[src/rtl/immgen_pipe_pkg.sv]
// rtl/immgen_pipe_pkg.sv - immediate type codes, occupancy states and buffer entry metadata
`ifndef IMMGEN_DEFINES_VH
`define IMMGEN_DEFINES_VH
`define IMM_TYPE_W 3
`define I_TYPE 3'd0
`define S_TYPE 3'd1
`define B_TYPE 3'd2
`define U_TYPE 3'd3
`define J_TYPE 3'd4
`define Z_TYPE 3'd5
`endif

package immgen_pipe_pkg;

    localparam int IMM_TYPE_W = `IMM_TYPE_W;

    typedef enum logic [1:0] {
        ST_EMPTY = 2'd0,
        ST_ONE   = 2'd1,
        ST_FULL  = 2'd2
    } occ_e;

    typedef struct packed {
        logic [IMM_TYPE_W-1:0] imm_type;
        logic                  illegal;
    } meta_t;

endpackage

[src/rtl/immgen_pipe_decode.sv]
// rtl/immgen_pipe_decode.sv - combinational RV immediate decoder; zimm gated by IMMGEN_ZIMM_EN
module imm_decode
    import immgen_pipe_pkg::*;
#(
    parameter int XLEN = 32
) (
    input  logic [31:0]           inst,
    input  logic [IMM_TYPE_W-1:0] imm_type,
    output logic [XLEN-1:0]       imm,
    output logic                  illegal
);
    logic [XLEN-1:0] imm_i, imm_s, imm_b, imm_u, imm_j;
    logic            unused_opcode;

    assign imm_i = XLEN'($signed(inst[31:20]));
    assign imm_s = XLEN'($signed({inst[31:25], inst[11:7]}));
    assign imm_b = XLEN'($signed({inst[31], inst[7], inst[30:25], inst[11:8], 1'b0}));
    assign imm_u = XLEN'($signed({inst[31:12], 12'b0}));
    assign imm_j = XLEN'($signed({inst[31], inst[19:12], inst[20], inst[30:21], 1'b0}));
    assign unused_opcode = ^inst[6:0];

`ifdef IMMGEN_ZIMM_EN
    localparam int NR_KEY = 6;
    logic [XLEN-1:0] imm_z;
    assign imm_z = XLEN'(inst[19:15]);

    MuxKeyWithDefault #(.NR_KEY(NR_KEY), .KEY_LEN(IMM_TYPE_W), .DATA_LEN(XLEN)) u_imm_mux (
        .out         (imm),
        .key         (imm_type),
        .default_out ({XLEN{1'b0}}),
        .lut         ({`Z_TYPE, imm_z, `J_TYPE, imm_j, `U_TYPE, imm_u,
                       `B_TYPE, imm_b, `S_TYPE, imm_s, `I_TYPE, imm_i})
    );
    MuxKeyWithDefault #(.NR_KEY(NR_KEY), .KEY_LEN(IMM_TYPE_W), .DATA_LEN(1)) u_ill_mux (
        .out         (illegal),
        .key         (imm_type),
        .default_out (1'b1),
        .lut         ({`Z_TYPE, 1'b0, `J_TYPE, 1'b0, `U_TYPE, 1'b0,
                       `B_TYPE, 1'b0, `S_TYPE, 1'b0, `I_TYPE, 1'b0})
    );
`else
    localparam int NR_KEY = 5;

    MuxKeyWithDefault #(.NR_KEY(NR_KEY), .KEY_LEN(IMM_TYPE_W), .DATA_LEN(XLEN)) u_imm_mux (
        .out         (imm),
        .key         (imm_type),
        .default_out ({XLEN{1'b0}}),
        .lut         ({`J_TYPE, imm_j, `U_TYPE, imm_u,
                       `B_TYPE, imm_b, `S_TYPE, imm_s, `I_TYPE, imm_i})
    );
    MuxKeyWithDefault #(.NR_KEY(NR_KEY), .KEY_LEN(IMM_TYPE_W), .DATA_LEN(1)) u_ill_mux (
        .out         (illegal),
        .key         (imm_type),
        .default_out (1'b1),
        .lut         ({`J_TYPE, 1'b0, `U_TYPE, 1'b0,
                       `B_TYPE, 1'b0, `S_TYPE, 1'b0, `I_TYPE, 1'b0})
    );
`endif
endmodule

[src/rtl/mux_key_with_default.sv]
// rtl/mux_key_with_default.sv - keyed lookup mux returning default_out when no key matches
module MuxKeyWithDefault #(
    parameter int NR_KEY   = 2,
    parameter int KEY_LEN  = 1,
    parameter int DATA_LEN = 1
) (
    output logic [DATA_LEN-1:0]                      out,
    input  logic [KEY_LEN-1:0]                       key,
    input  logic [DATA_LEN-1:0]                      default_out,
    input  logic [NR_KEY*(KEY_LEN+DATA_LEN)-1:0]     lut
);
    localparam int PAIR_LEN = KEY_LEN + DATA_LEN;

    // Each lut pair is {key, data}, pair 0 in the least significant bits.
    always_comb begin
        out = default_out;
        for (int i = 0; i < NR_KEY; i++) begin
            if (key == lut[i*PAIR_LEN+DATA_LEN +: KEY_LEN]) begin
                out = lut[i*PAIR_LEN +: DATA_LEN];
            end
        end
    end
endmodule

[src/rtl/immgen_pipe.sv]
// rtl/immgen_pipe.sv - registered immediate generator with 2-entry handshake buffer (IMMGEN_ZIMM_EN enables zimm)
module immgen_pipe
    import immgen_pipe_pkg::*;
#(
    parameter int XLEN = 32
) (
    input  logic                  clk,
    input  logic                  rst,
    input  logic                  flush,
    input  logic                  in_valid,
    output logic                  in_ready,
    input  logic [31:0]           inst,
    input  logic [IMM_TYPE_W-1:0] imm_type,
    output logic                  out_valid,
    input  logic                  out_ready,
    output logic [XLEN-1:0]       imm,
    output logic [IMM_TYPE_W-1:0] imm_type_o,
    output logic                  illegal
);
    occ_e            state_q, state_d;
    logic [XLEN-1:0] imm_q [2];
    meta_t           meta_q [2];
    logic            wr_ptr_q, rd_ptr_q;
    logic [XLEN-1:0] dec_imm;
    logic            dec_illegal;
    logic            push, pop;

    imm_decode #(.XLEN(XLEN)) u_decode (
        .inst     (inst),
        .imm_type (imm_type),
        .imm      (dec_imm),
        .illegal  (dec_illegal)
    );

    assign push = in_valid & in_ready;
    assign pop  = out_valid & out_ready;

    always_ff @(posedge clk or posedge rst) begin
        if (rst) begin
            state_q <= ST_EMPTY;
        end else begin
            state_q <= state_d;
        end
    end

    always_comb begin
        state_d = state_q;
        if (flush) begin
            state_d = ST_EMPTY;
        end else begin
            case (state_q)
                ST_EMPTY: if (push) state_d = ST_ONE;
                ST_ONE: begin
                    if (push && !pop)      state_d = ST_FULL;
                    else if (pop && !push) state_d = ST_EMPTY;
                end
                ST_FULL:  if (pop) state_d = ST_ONE;
                default:  state_d = ST_EMPTY;
            endcase
        end
    end

    // in_ready comes only from state_q so out_ready never reaches the upstream stage combinationally.
    always_comb begin
        in_ready  = (state_q != ST_FULL);
        out_valid = (state_q != ST_EMPTY);
    end

    always_ff @(posedge clk or posedge rst) begin
        if (rst) begin
            for (int i = 0; i < 2; i++) begin
                imm_q[i]  <= '0;
                meta_q[i] <= '0;
            end
            wr_ptr_q <= 1'b0;
            rd_ptr_q <= 1'b0;
        end else if (flush) begin
            wr_ptr_q <= 1'b0;
            rd_ptr_q <= 1'b0;
        end else begin
            if (push) begin
                imm_q[wr_ptr_q]  <= dec_imm;
                meta_q[wr_ptr_q] <= '{imm_type: imm_type, illegal: dec_illegal};
                wr_ptr_q         <= ~wr_ptr_q;
            end
            if (pop) begin
                rd_ptr_q <= ~rd_ptr_q;
            end
        end
    end

    assign imm        = imm_q[rd_ptr_q];
    assign imm_type_o = meta_q[rd_ptr_q].imm_type;
    assign illegal    = meta_q[rd_ptr_q].illegal;
endmodule

[config.mk]
export PLATFORM = sky130hd
export DESIGN_NAME = immgen_pipe
export DESIGN_NICKNAME = d
export VERILOG_FILES = /design/src/rtl/immgen_pipe_pkg.sv /design/src/rtl/immgen_pipe_decode.sv /design/src/rtl/mux_key_with_default.sv /design/src/rtl/immgen_pipe.sv
export SDC_FILE = /design/constraint.sdc
export NUM_CORES = 1
export LEC_CHECK = 0
export CAP_MARGIN = 20
export CORE_UTILIZATION = 52
export CTS_CLUSTER_DIAMETER = 150
export DETAILED_ROUTE_END_ITERATION = 8
export HOLD_SLACK_MARGIN = 0.05
export PLACE_DENSITY = 0.8
export SLEW_MARGIN = 20
export SYNTH_ARGS = -nofsm -noshare
export SYNTH_HDL_FRONTEND = slang
export SYNTH_SLANG_ARGS = --single-unit
[constraint.sdc]
create_clock -name clk -period 2.4 [get_ports clk]
set_input_delay 0.24 -clock clk [delete_from_list [all_inputs] [get_ports clk]]
set_output_delay 0.24 -clock clk [all_outputs]
set_load 0.1 [all_outputs]
==> flow_metrics.py, run 1 <==
metrics = {
    "cts": {
        "tritoncts": "yes",
        "cts_resized": 0,
        "cts_num_sinks": 76,
        "htreeDepth": 3,
        "cts_inserted_buffers": 9,
        "postCtsHoldBufs": 0,
        "cts_max_path_buffers": 2,
        "postCtsSetupBuffers": 0,
        "clk_pin_slew_ns": 0.07,
        "root_buffer": "clkbuf_8",
        "clock_latency_ns": 0.35,
    },
    "timing": {
        "whs_ns": 0.312,
        "hold_viol_final": 0,
        "setup-tns-final_ns": 0,
        "worst_slack_ns": 0.568,
        "rsz0062_at_grt": "false",
        "max_slew_margin_pct": 56.1,
        "clock.fmax_mhz": 546,
        "post-route-min-period_ns": 1.83,
        "skew_ns": 0.00695,
        "tightest_slew_ns": 0.658,
        "period_share_pct": 76.3,
        "drv_slew": 0,
        "setup_viol": 0,
    },
    "logic_synthesis": {
        "synthDistinctLibCells": 38,
        "ys_seq_area_share_pct": 48.4,
        "synthTopCellsByArea": "dfrtp_1 48%, mux2_2 22%, a31oi_1 9.2%",
        "ys_top_cells_by_count": "78 x mux2_2, 76 x dfrtp_1, 58 x a31oi_1",
        "synth_compound_area_share_pct": 14.3,
        "yosys.area_share.xor_xnor_pct": 0.445,
        "synth_area_sq_um": 3930,
        "synthMuxAreaShare_pct": 23.6,
        "yosys.area_share.adder_pct": 0.350,
        "ys.flop_type": "dfrtp_1",
        "synth_top_family_by_area": "multiplexers",
        "synth_warnings": 0,
        "async_reset_ff_share_pct": 100,
        "yosys.cell_count.top_type": "mux2_2",
        "synth_nets": 370,
        "syn_avg_cell_area_sq_um": 11.9,
        "synth_edf_count": 0,
        "synthSimpleGateAreaFrac_pct": 7.57,
        "synth_top_area_share_pct": 48.4,
        "yosysTopAreaCell": "dfrtp_1",
        "netlist_instances": 330,
        "synth-seq-cells": 76,
    },
    "worst_setup_path": {
        "reg2reg_to": "imm_q[25]",
        "timing.rr.start": "wr_ptr_q",
        "crit_slowest_cell": "mux2_2",
        "path_cells": "buf_4, mux2_2, buf_12",
        "rrSetupSlack_ns": 0.69,
        "startpoint_type": "register",
        "critPathKind": "reg2out",
        "worstSetupStartpoint": "rd_ptr_q",
        "cpPeakStageDelay_ns": 0.42,
        "end_kind": "output pin",
        "critPathArrivalTime_ns": 1.59,
        "crit_family": "buffers and inverters",
        "path_max_fanout": 20,
        "reg2reg_depth": 4,
        "worstPathRequired_ns": 2.16,
        "path_buf_inv": 2,
    },
    "placement": {
        "preCtsSetupSlack_ns": 0.368,
        "port_buffers": 70,
        "dpl.hpwl_um": 6400,
        "place_congestion": 0.851,
    },
    "final_layout": {
        "post-route-util_pct": 72.6,
        "syn_to_final_growth_pct": 34.6,
        "n_antenna_cell": 0,
        "nFillCells": 497,
        "multi_input_area_sq_um": 1820,
        "nets": 437,
        "drive_gt1_share_pct": 39.6,
        "seq_area_sq_um": 1900,
    },
    "floorplan": {
        "initial_core_util_pct": 53.9,
        "die_h_um": 89.0,
        "num_rows": 31,
        "dieArea_sq_um": 7910,
        "fp.coreArea_sq_um": 7290,
        "io_pins": 78,
        "fp.dieW_um": 89.0,
    },
    "power_and_ir_drop": {
        "vdd_drop_max_mv": 0.659,
        "powerDensity_nw_per_um2": 993,
        "p_leak_nw": 2.18,
    },
    "detailed_routing": {
        "first_iter_violations": 277,
        "wl_um": 9370,
        "vias": 3095,
        "wl_per_cell_um": 18.7,
        "final_antenna_net_count": 0,
        "viasPerCell": 6.18,
        "route.detailed.drc": 0,
        "dr.pass1.iters": 5,
    },
    "global_routing": {
        "overflow": 0,
        "antenna_found_initial": 0,
        "track_usage_pct": 25.4,
        "grt_first_pass_wirelength_um": 15000,
        "grt_max_degree": 33,
        "grt_pass1_vias": 3079,
    },
    "outcome": {
        "status": "finished, final reports clean",
    },
    "job": {
        "drv_cap": 0,
    },
    "hold_path": {
        "hp-class": "in2async",
    },
}
==> sequential cells by signal (all words and copies together), names as in the netlist <==
signal	count
imm_q	64
meta_q	8
rd_ptr_q	1
state_q	2
wr_ptr_q	1
==> through the flow <==
stage                     std cells  cell area [sq um]  power, mW
after global placement          485               5090       4.23
after global routing            501               5290       5.45
after floorplan                 330               3930       3.42
after CTS                       501               5290       5.28
after detailed placement        485               5090       4.28
final                           501               5290       5.25
==> area by class of cell <==
type | instances | share of cell area, %
Multi-Input combinational cell | 216 | 34.4
Sequential cell | 76 | 35.9
Clock buffer | 12 | 2.93
Clock inverter | 4 | 0.898
Timing Repair Buffer | 86 | 22.9
Inverter | 8 | 0.567
Tap cell | 99 | 2.34
==> where the power goes <==
part | internal [mW] | total (mW) | leakage, nW | switching (mW)
registers | 1.56 | 1.71 | 0.936 | 0.149
logic | 0.979 | 2.55 | 1.15 | 1.58
clock network | 0.534 | 0.986 | 0.102 | 0.452
total | 3.08 | 5.25 | 2.18 | 2.18
==> layout by cell type (no fill, tap or decap), types with 3 or more instances in the layout <==
| cell | instances |
|---|---|
| nor2_1 | 4 |
| mux2_2 | 78 |
| clkdlybuf4s50_1 | 32 |
| a32oi_1 | 4 |
| nor2b_1 | 9 |
| o21ai_1 | 3 |
| mux2i_1 | 4 |
| buf_4 | 15 |
| buf_12 | 39 |
| dfrtp_1 | 76 |
| o21ai_0 | 11 |
| a21oi_1 | 12 |
| a31oi_1 | 58 |
| nand4b_1 | 11 |
| inv_1 | 5 |
| clkbuf_8 | 11 |
==> worst max path at each step <==
stage                     slack, ns         to  cells past startpoint
final                          0.57    imm[20]                      3
after CTS                      0.56    imm[27]                      3
after detailed placement       0.37  meta_q[2]                      5
after global routing           0.52   in_ready                      4
after floorplan                0.09    imm[31]                      3
after global placement         0.39  imm_q[51]                      5
==> cells by family after synthesis <==
group | Yosys count
AND/OR/NAND/NOR | 38
adder cells (fa/ha/maj) | 1
flip-flops | 76
buffers and inverters | 38
multiplexers | 83
XOR/XNOR | 2
AO/OA/AOI/OAI | 92
==> metal layers <==
metal / GRT usage, % / share of wire (%) / wire length, um / vias to the layer above
met5: 0 / 0 / 0 / -
met4: 10.1 / 1.8 / 171 / 0
met3: 4.71 / 6.2 / 585 / 16
met2: 41.5 / 50 / 4640 / 138
met1: 33.7 / 42 / 3970 / 1551
li1: - / - / - / 1390
No activity file was read; power rests on OpenSTA's default activity.
==> run 2, diff against run 1 <==
--- a/config.mk
+++ b/config.mk
@@ -6,11 +6,11 @@
 export NUM_CORES = 1
 export LEC_CHECK = 0
 export CAP_MARGIN = 20
-export CORE_UTILIZATION = 52
+export CORE_UTILIZATION = 47
 export CTS_CLUSTER_DIAMETER = 150
 export DETAILED_ROUTE_END_ITERATION = 8
 export HOLD_SLACK_MARGIN = 0.05
-export PLACE_DENSITY = 0.8
+export PLACE_DENSITY = 0.77
 export SLEW_MARGIN = 20
 export SYNTH_ARGS = -nofsm -noshare
 export SYNTH_HDL_FRONTEND = slang
==> constraint.sdc (replaced) <==
create_clock -name clk -period 1.59 [get_ports clk]
set_input_delay 0.159 -clock clk [delete_from_list [all_inputs] [get_ports clk]]
set_output_delay 0.159 -clock clk [all_outputs]
set_load 0.1 [all_outputs]
==> run 2 against run 1 <==
  * The run now ends with setup timing left
  * Critical path depth unchanged
  * Clock skew up 0.0031 ns
  * Final cell count up 4.4%
  * Utilization down 1.7 points
  * Sequential share of layout area down 2.0 points
  * Design area up 6.2%
  * Critical path type unchanged
  * Critical endpoint is now imm[26]
  * Largest power group unchanged
==> flow_metrics.py, run 2 (same netlist as run 1, synthesis figures left out) <==
metrics = {
    "timing": {
        "worst_slack_ns": -0.137,
        "skew_ns": 0.0101,
        "clock.fmax_mhz": 579,
        "post-route-min-period_ns": 1.73,
        "hold_viol_final": 0,
        "rsz0062_at_grt": "true",
        "period_share_pct": 109,
        "tightest_slew_ns": 0.624,
        "max_slew_margin_pct": 58.3,
        "setup_viol": 36,
        "drv_slew": 0,
    },
    "cts": {
        "cts_max_path_buffers": 2,
        "htreeDepth": 3,
        "cts_inserted_buffers": 9,
        "clk_pin_slew_ns": 0.08,
        "cts_num_sinks": 76,
        "root_buffer": "clkbuf_8",
        "postCtsHoldBufs": 0,
        "tritoncts": "yes",
        "clock_latency_ns": 0.35,
    },
    "detailed_routing": {
        "dr.pass1.iters": 6,
        "viasPerCell": 6.01,
        "wl_per_cell_um": 19.2,
        "first_iter_violations": 233,
        "vias": 3144,
        "route.detailed.drc": 0,
        "final_antenna_net_count": 0,
        "wl_um": 10000,
    },
    "global_routing": {
        "antenna_found_initial": 0,
        "overflow": 0,
        "track_usage_pct": 23.2,
        "grt_pass1_vias": 3035,
        "grt_max_degree": 77,
        "grt_first_pass_wirelength_um": 15400,
    },
    "worst_setup_path": {
        "rrSetupSlack_ns": 0.10,
        "cpPeakStageDelay_ns": 0.43,
        "end_kind": "output pin",
        "path_cells": "clkbuf_16, mux2_2, buf_12",
        "critPathArrivalTime_ns": 1.57,
        "crit_slowest_cell": "dfrtp_2",
        "startpoint_type": "register",
        "path_max_fanout": 18,
        "worstPathRequired_ns": 1.43,
        "critPathKind": "reg2out",
    },
    "final_layout": {
        "layout_commonest_cell": "dfrtp_1",
        "nets": 457,
        "layout_common_cells": "73 x dfrtp_1, 71 x mux2_2, 58 x a31oi_1, 45 x buf_12, 32 x clkdlybuf4s50_1",
        "reg_top3": "imm_q x64, meta_q x8, state_q x2",
        "final_cell_count_no_fill": 523,
        "largest_register_ffs": 64,
        "drive_gt1_share_pct": 43.7,
        "syn_to_final_growth_pct": 43.0,
        "n_antenna_cell": 0,
        "top_register": "imm_q",
    },
    "placement": {
        "place_inst": 501,
        "place_congestion": 0.816,
        "dpl.hpwl_um": 6390,
        "port_buffers": 70,
    },
    "outcome": {
        "violations": "setup timing",
        "status": "complete, but fails checks",
    },
    "floorplan": {
        "num_rows": 32,
        "fp.dieW_um": 93.5,
        "die_h_um": 93.5,
        "dieArea_sq_um": 8740,
        "fp.coreArea_sq_um": 7930,
        "initial_core_util_pct": 49.6,
        "io_pins": 78,
    },
    "power_and_ir_drop": {
        "powerDensity_nw_per_um2": 1460,
        "p_leak_nw": 2.35,
        "vdd_drop_max_mv": 1.02,
        "p_total_mw": 8.23,
    },
    "job": {
        "drv_cap": 0,
    },
    "hold_path": {
        "hp-class": "in2async",
    },
}
==> run 2: metrics by stage <==
step / utilization [%] / worst slack (ns) / hold WS (ns) / TNS, ns / area [sq um]
detailed placement: 66.4 / -0.201 / 0.492 / -7.70 / 5260
global placement: 66.4 / -0.0972 / 0.464 / -5.60 / 5260
global route: 70.9 / -0.164 / 0.309 / -5.24 / 5620
CTS: 69.2 / -0.142 / 0.278 / -4.62 / 5490
finish: 70.9 / -0.137 / 0.247 / -4.08 / 5620
floorplan: - / -0.106 / 0.222 / -0.106 / 3940
==> run 2: path summary, 6_finish.rpt <==
check | from | cells past startpoint | end
min in group clk | out_ready | 2 | state_q[1]
max in group asynchronous | rst | 3 | state_q[1]
setup reg to reg | state_q[1] | 4 | imm_q[5]
hold reg to reg | meta_q[0] | 1 | meta_q[0]
hold / removal | rst | 3 | imm_q[31]
setup / recovery | rd_ptr_q | 3 | imm[26]
==> run 2: critical path: cells and delay by family, from the launching register on <==
kind     cells  cell delay [ns]
mux          1             0.38
buf+inv      2             0.40
flops        1             0.43
==> run 2: layout make-up <==
cell class	instances	area (sq um)
Sequential cell	76	1910
Clock inverter	4	73.8
Fill cell	545	2310
Timing Repair Buffer	106	1470
Tap cell	102	128
Clock buffer	11	141
Multi-Input combinational cell	216	1860
Inverter	8	36.3
==> run 2: metal layers <==
layer	wire length [um]	share of wire, %	track usage, %	up-vias
met5	0	0	0	-
met1	4260	42	29.9	1565
met3	561	5.6	5.61	27
li1	-	-	-	1421
met4	199	2.0	7.31	0
met2	5020	50	38.5	131
==> run 2: power breakdown <==
part	switching, mW	internal [mW]	total, mW
combinational	2.42	1.58	4.01
clock	0.722	0.920	1.64
sequential	0.224	2.36	2.58
==> run 2: repair_timing <==
| action | CTS | global route |
|---|---|---|
| buffers inserted | 0 | 5 |
| gates resized for setup | 4 | 14 |
| cloned | 0 | 2 |
| setup endpoints to repair | 36 | 36 |
==> run 3, diff against run 2 <==
--- a/config.mk
+++ b/config.mk
@@ -9,6 +9,7 @@
 export CORE_UTILIZATION = 47
 export CTS_CLUSTER_DIAMETER = 150
 export DETAILED_ROUTE_END_ITERATION = 8
+export GPL_TIMING_DRIVEN = 0
 export HOLD_SLACK_MARGIN = 0.05
 export PLACE_DENSITY = 0.77
 export SLEW_MARGIN = 20
==> run 3 against run 2 <==
  * The flow still finishes with violations (setup timing)
  * Critical path depth increased by 1
  * Count of clock-buffer cells in the layout increased by 2
  * Sequential cell count stayed put
  * Design area up 2.3%
  * Non-clock buffer count is 21 higher
  * Hold slack worse by 0.10 ns
  * Clock power up 4%
  * Clock skew decreased by 0.00097 ns
  * Total power is 1.5% lower
  * Register-to-register slack lost 0.15 ns
  * Utilization increased by 1.7 points
  * Final cell count rose by 4.2%
  * Largest power group unchanged
==> flow_metrics.py, run 3 (same netlist as run 1, synthesis figures left out) <==
metrics = {
    "worst_setup_path": {
        "critPathArrivalTime_ns": 1.58,
        "reg2reg_depth": 6,
        "worstSetupStartpoint": "rd_ptr_q",
        "path_max_fanout": 10,
        "reg2reg_to": "meta_q[1]",
        "timing.rr.start": "state_q[1]",
        "startpoint_type": "register",
        "end_kind": "output pin",
        "rrSetupSlack_ns": -0.05,
        "critPathKind": "reg2out",
        "worstPathRequired_ns": 1.43,
    },
    "detailed_routing": {
        "route.top_layer_used": "met4",
        "first_iter_violations": 292,
        "wl_um": 11600,
        "dr.pass1.iters": 5,
        "met1Wirelength_um": 4940,
        "final_antenna_net_count": 0,
        "vias": 3393,
        "wl_met3_um": 640,
        "route.detailed.drc": 0,
        "viasPerCell": 6.23,
        "wl_per_cell_um": 21.3,
        "routed-wl-met2_um": 5720,
    },
    "timing": {
        "tightest_slew_ns": 0.629,
        "skew_ns": 0.00909,
        "max_slew_margin_pct": 57.9,
        "clock.fmax_mhz": 574,
        "setup_viol": 56,
        "period_share_pct": 109,
        "post-route-min-period_ns": 1.74,
        "worst_slack_ns": -0.151,
        "hold_viol_final": 0,
        "drv_slew": 0,
        "rsz0062_at_grt": "true",
    },
    "global_routing": {
        "grt_max_degree": 36,
        "grt_first_pass_wirelength_um": 17200,
        "overflow": 0,
        "antenna_found_initial": 0,
        "grt_pass1_vias": 3372,
        "track_usage_pct": 26.1,
    },
    "power_and_ir_drop": {
        "pwr-share-comb_pct": 47.0,
        "p_seq_share_pct": 32.1,
        "p_sw_share_pct": 41.8,
        "p_switching_mw": 3.39,
        "vdd_drop_max_mv": 1.08,
        "p_int_mw": 4.72,
        "p_clk_share_pct": 20.9,
        "powerDensity_nw_per_um2": 1410,
        "p_leak_nw": 2.47,
    },
    "cts": {
        "htreeDepth": 3,
        "root_buffer": "clkbuf_8",
        "tritoncts": "yes",
        "postCtsHoldBufs": 0,
        "cts_inserted_buffers": 9,
        "cts_max_path_buffers": 2,
        "clk_pin_slew_ns": 0.08,
        "cts_num_sinks": 76,
        "clock_latency_ns": 0.35,
    },
    "outcome": {
        "violations": "setup timing",
        "status": "complete, but fails checks",
    },
    "final_layout": {
        "top_register": "imm_q",
        "syn_to_final_growth_pct": 46.3,
        "seq_area_sq_um": 1900,
        "largest_register_ffs": 64,
        "nets": 478,
        "layout_commonest_cell": "dfrtp_1",
        "nFillCells": 538,
        "multi_input_area_sq_um": 2060,
        "reg_top3": "imm_q x64, meta_q x8, state_q x2",
        "layout_common_cells": "74 x dfrtp_1, 54 x a31oi_1, 40 x mux2_2, 38 x mux2_4, 32 x buf_6",
        "post-route-util_pct": 72.6,
        "n_antenna_cell": 0,
        "drive_gt1_share_pct": 47.2,
    },
    "hold_path": {
        "hp-class": "in2async",
    },
    "floorplan": {
        "die_h_um": 93.5,
        "num_rows": 32,
        "fp.coreArea_sq_um": 7930,
        "dieArea_sq_um": 8740,
        "io_pins": 78,
        "initial_core_util_pct": 49.6,
        "fp.dieW_um": 93.5,
    },
    "placement": {
        "preCtsSetupSlack_ns": -0.892,
        "place_congestion": 0.883,
        "dpl.hpwl_um": 6960,
        "port_buffers": 69,
    },
    "job": {
        "drv_cap": 0,
    },
}
-- run 3: cell count changes in the layout (fill, tap and decap cells not counted), moves of 4 or more --
cell	delta
buf_2	+5
mux2_4	+31
a31oi_1	-4
mux2_2	-31
buf_6	+32
buf_8	+6
clkbuf_1	+6
buf_12	-31
-- run 3: cell type report --
cell class	count	area share, %
Buffer	28	4.35
Clock buffer	13	2.76
Inverter	8	0.805
Sequential cell	76	33.1
Tap cell	102	2.22
Clock inverter	3	1.20
Timing Repair Buffer	99	19.7
Multi-Input combinational cell	216	35.8
-- run 3: worst max-delay path by stage --
| stage | to | slack (ns) |
|---|---|---|
| 3_5_place_dp | imm[23] | -0.89 |
| 5_1_grt | imm[22] | -0.20 |
| 3_3_place_gp | imm[21] | -0.89 |
| 4_1_cts | imm[23] | -0.17 |
| 6_report | imm[22] | -0.15 |
| 2_1_floorplan | imm[31] | -0.11 |
-- run 3: through the flow --
stage | setup TNS [ns] | hold WS (ns) | std cells | cell area [sq um] | total power, mW
final | -5.01 | 0.144 | 545 | 5750 | 8.11
after global routing | -7.83 | 0.176 | 545 | 5750 | 8.38
after CTS | -4.94 | 0.155 | 536 | 5360 | 7.79
after detailed placement | -62.51 | 0.476 | 503 | 4800 | 5.87
after global placement | -81.71 | 0.462 | 501 | 4760 | 5.79
after floorplan | -0.106 | 0.222 | 330 | 3940 | 5.17
-- run 3: critical path: stages, from the launching register on --
cell,delay (ns)
dfrtp_2,0.39
buf_8,0.14
buf_12,0.15
mux2_2,0.36
buf_6,0.19
-- run 3: what timing repair did --
action	4_1_cts	5_1_grt
endpoints found under the hold margin	0	0
gates resized for setup	310	75
buffers inserted	14	9
pin swaps	2	3
endpoints found under the setup margin	105	102
gates cloned	3	2
-- run 3: per-layer routing --
metal  vias up  GRT usage (%)
li1       1469              -
met5         -              0
met1      1710           34.5
met2       177           43.1
met3        37           4.55
met4         0           9.62
-- run 3: power groups by stage --
stage	combinational, mW	clock [mW]	sequential [mW]
3_3_place_gp	3.22	0	2.57
2_1_floorplan	2.64	0	2.54
4_1_cts	3.52	1.70	2.57
3_5_place_dp	3.26	0	2.61
5_1_grt	3.94	1.80	2.64
6_report	3.81	1.70	2.60
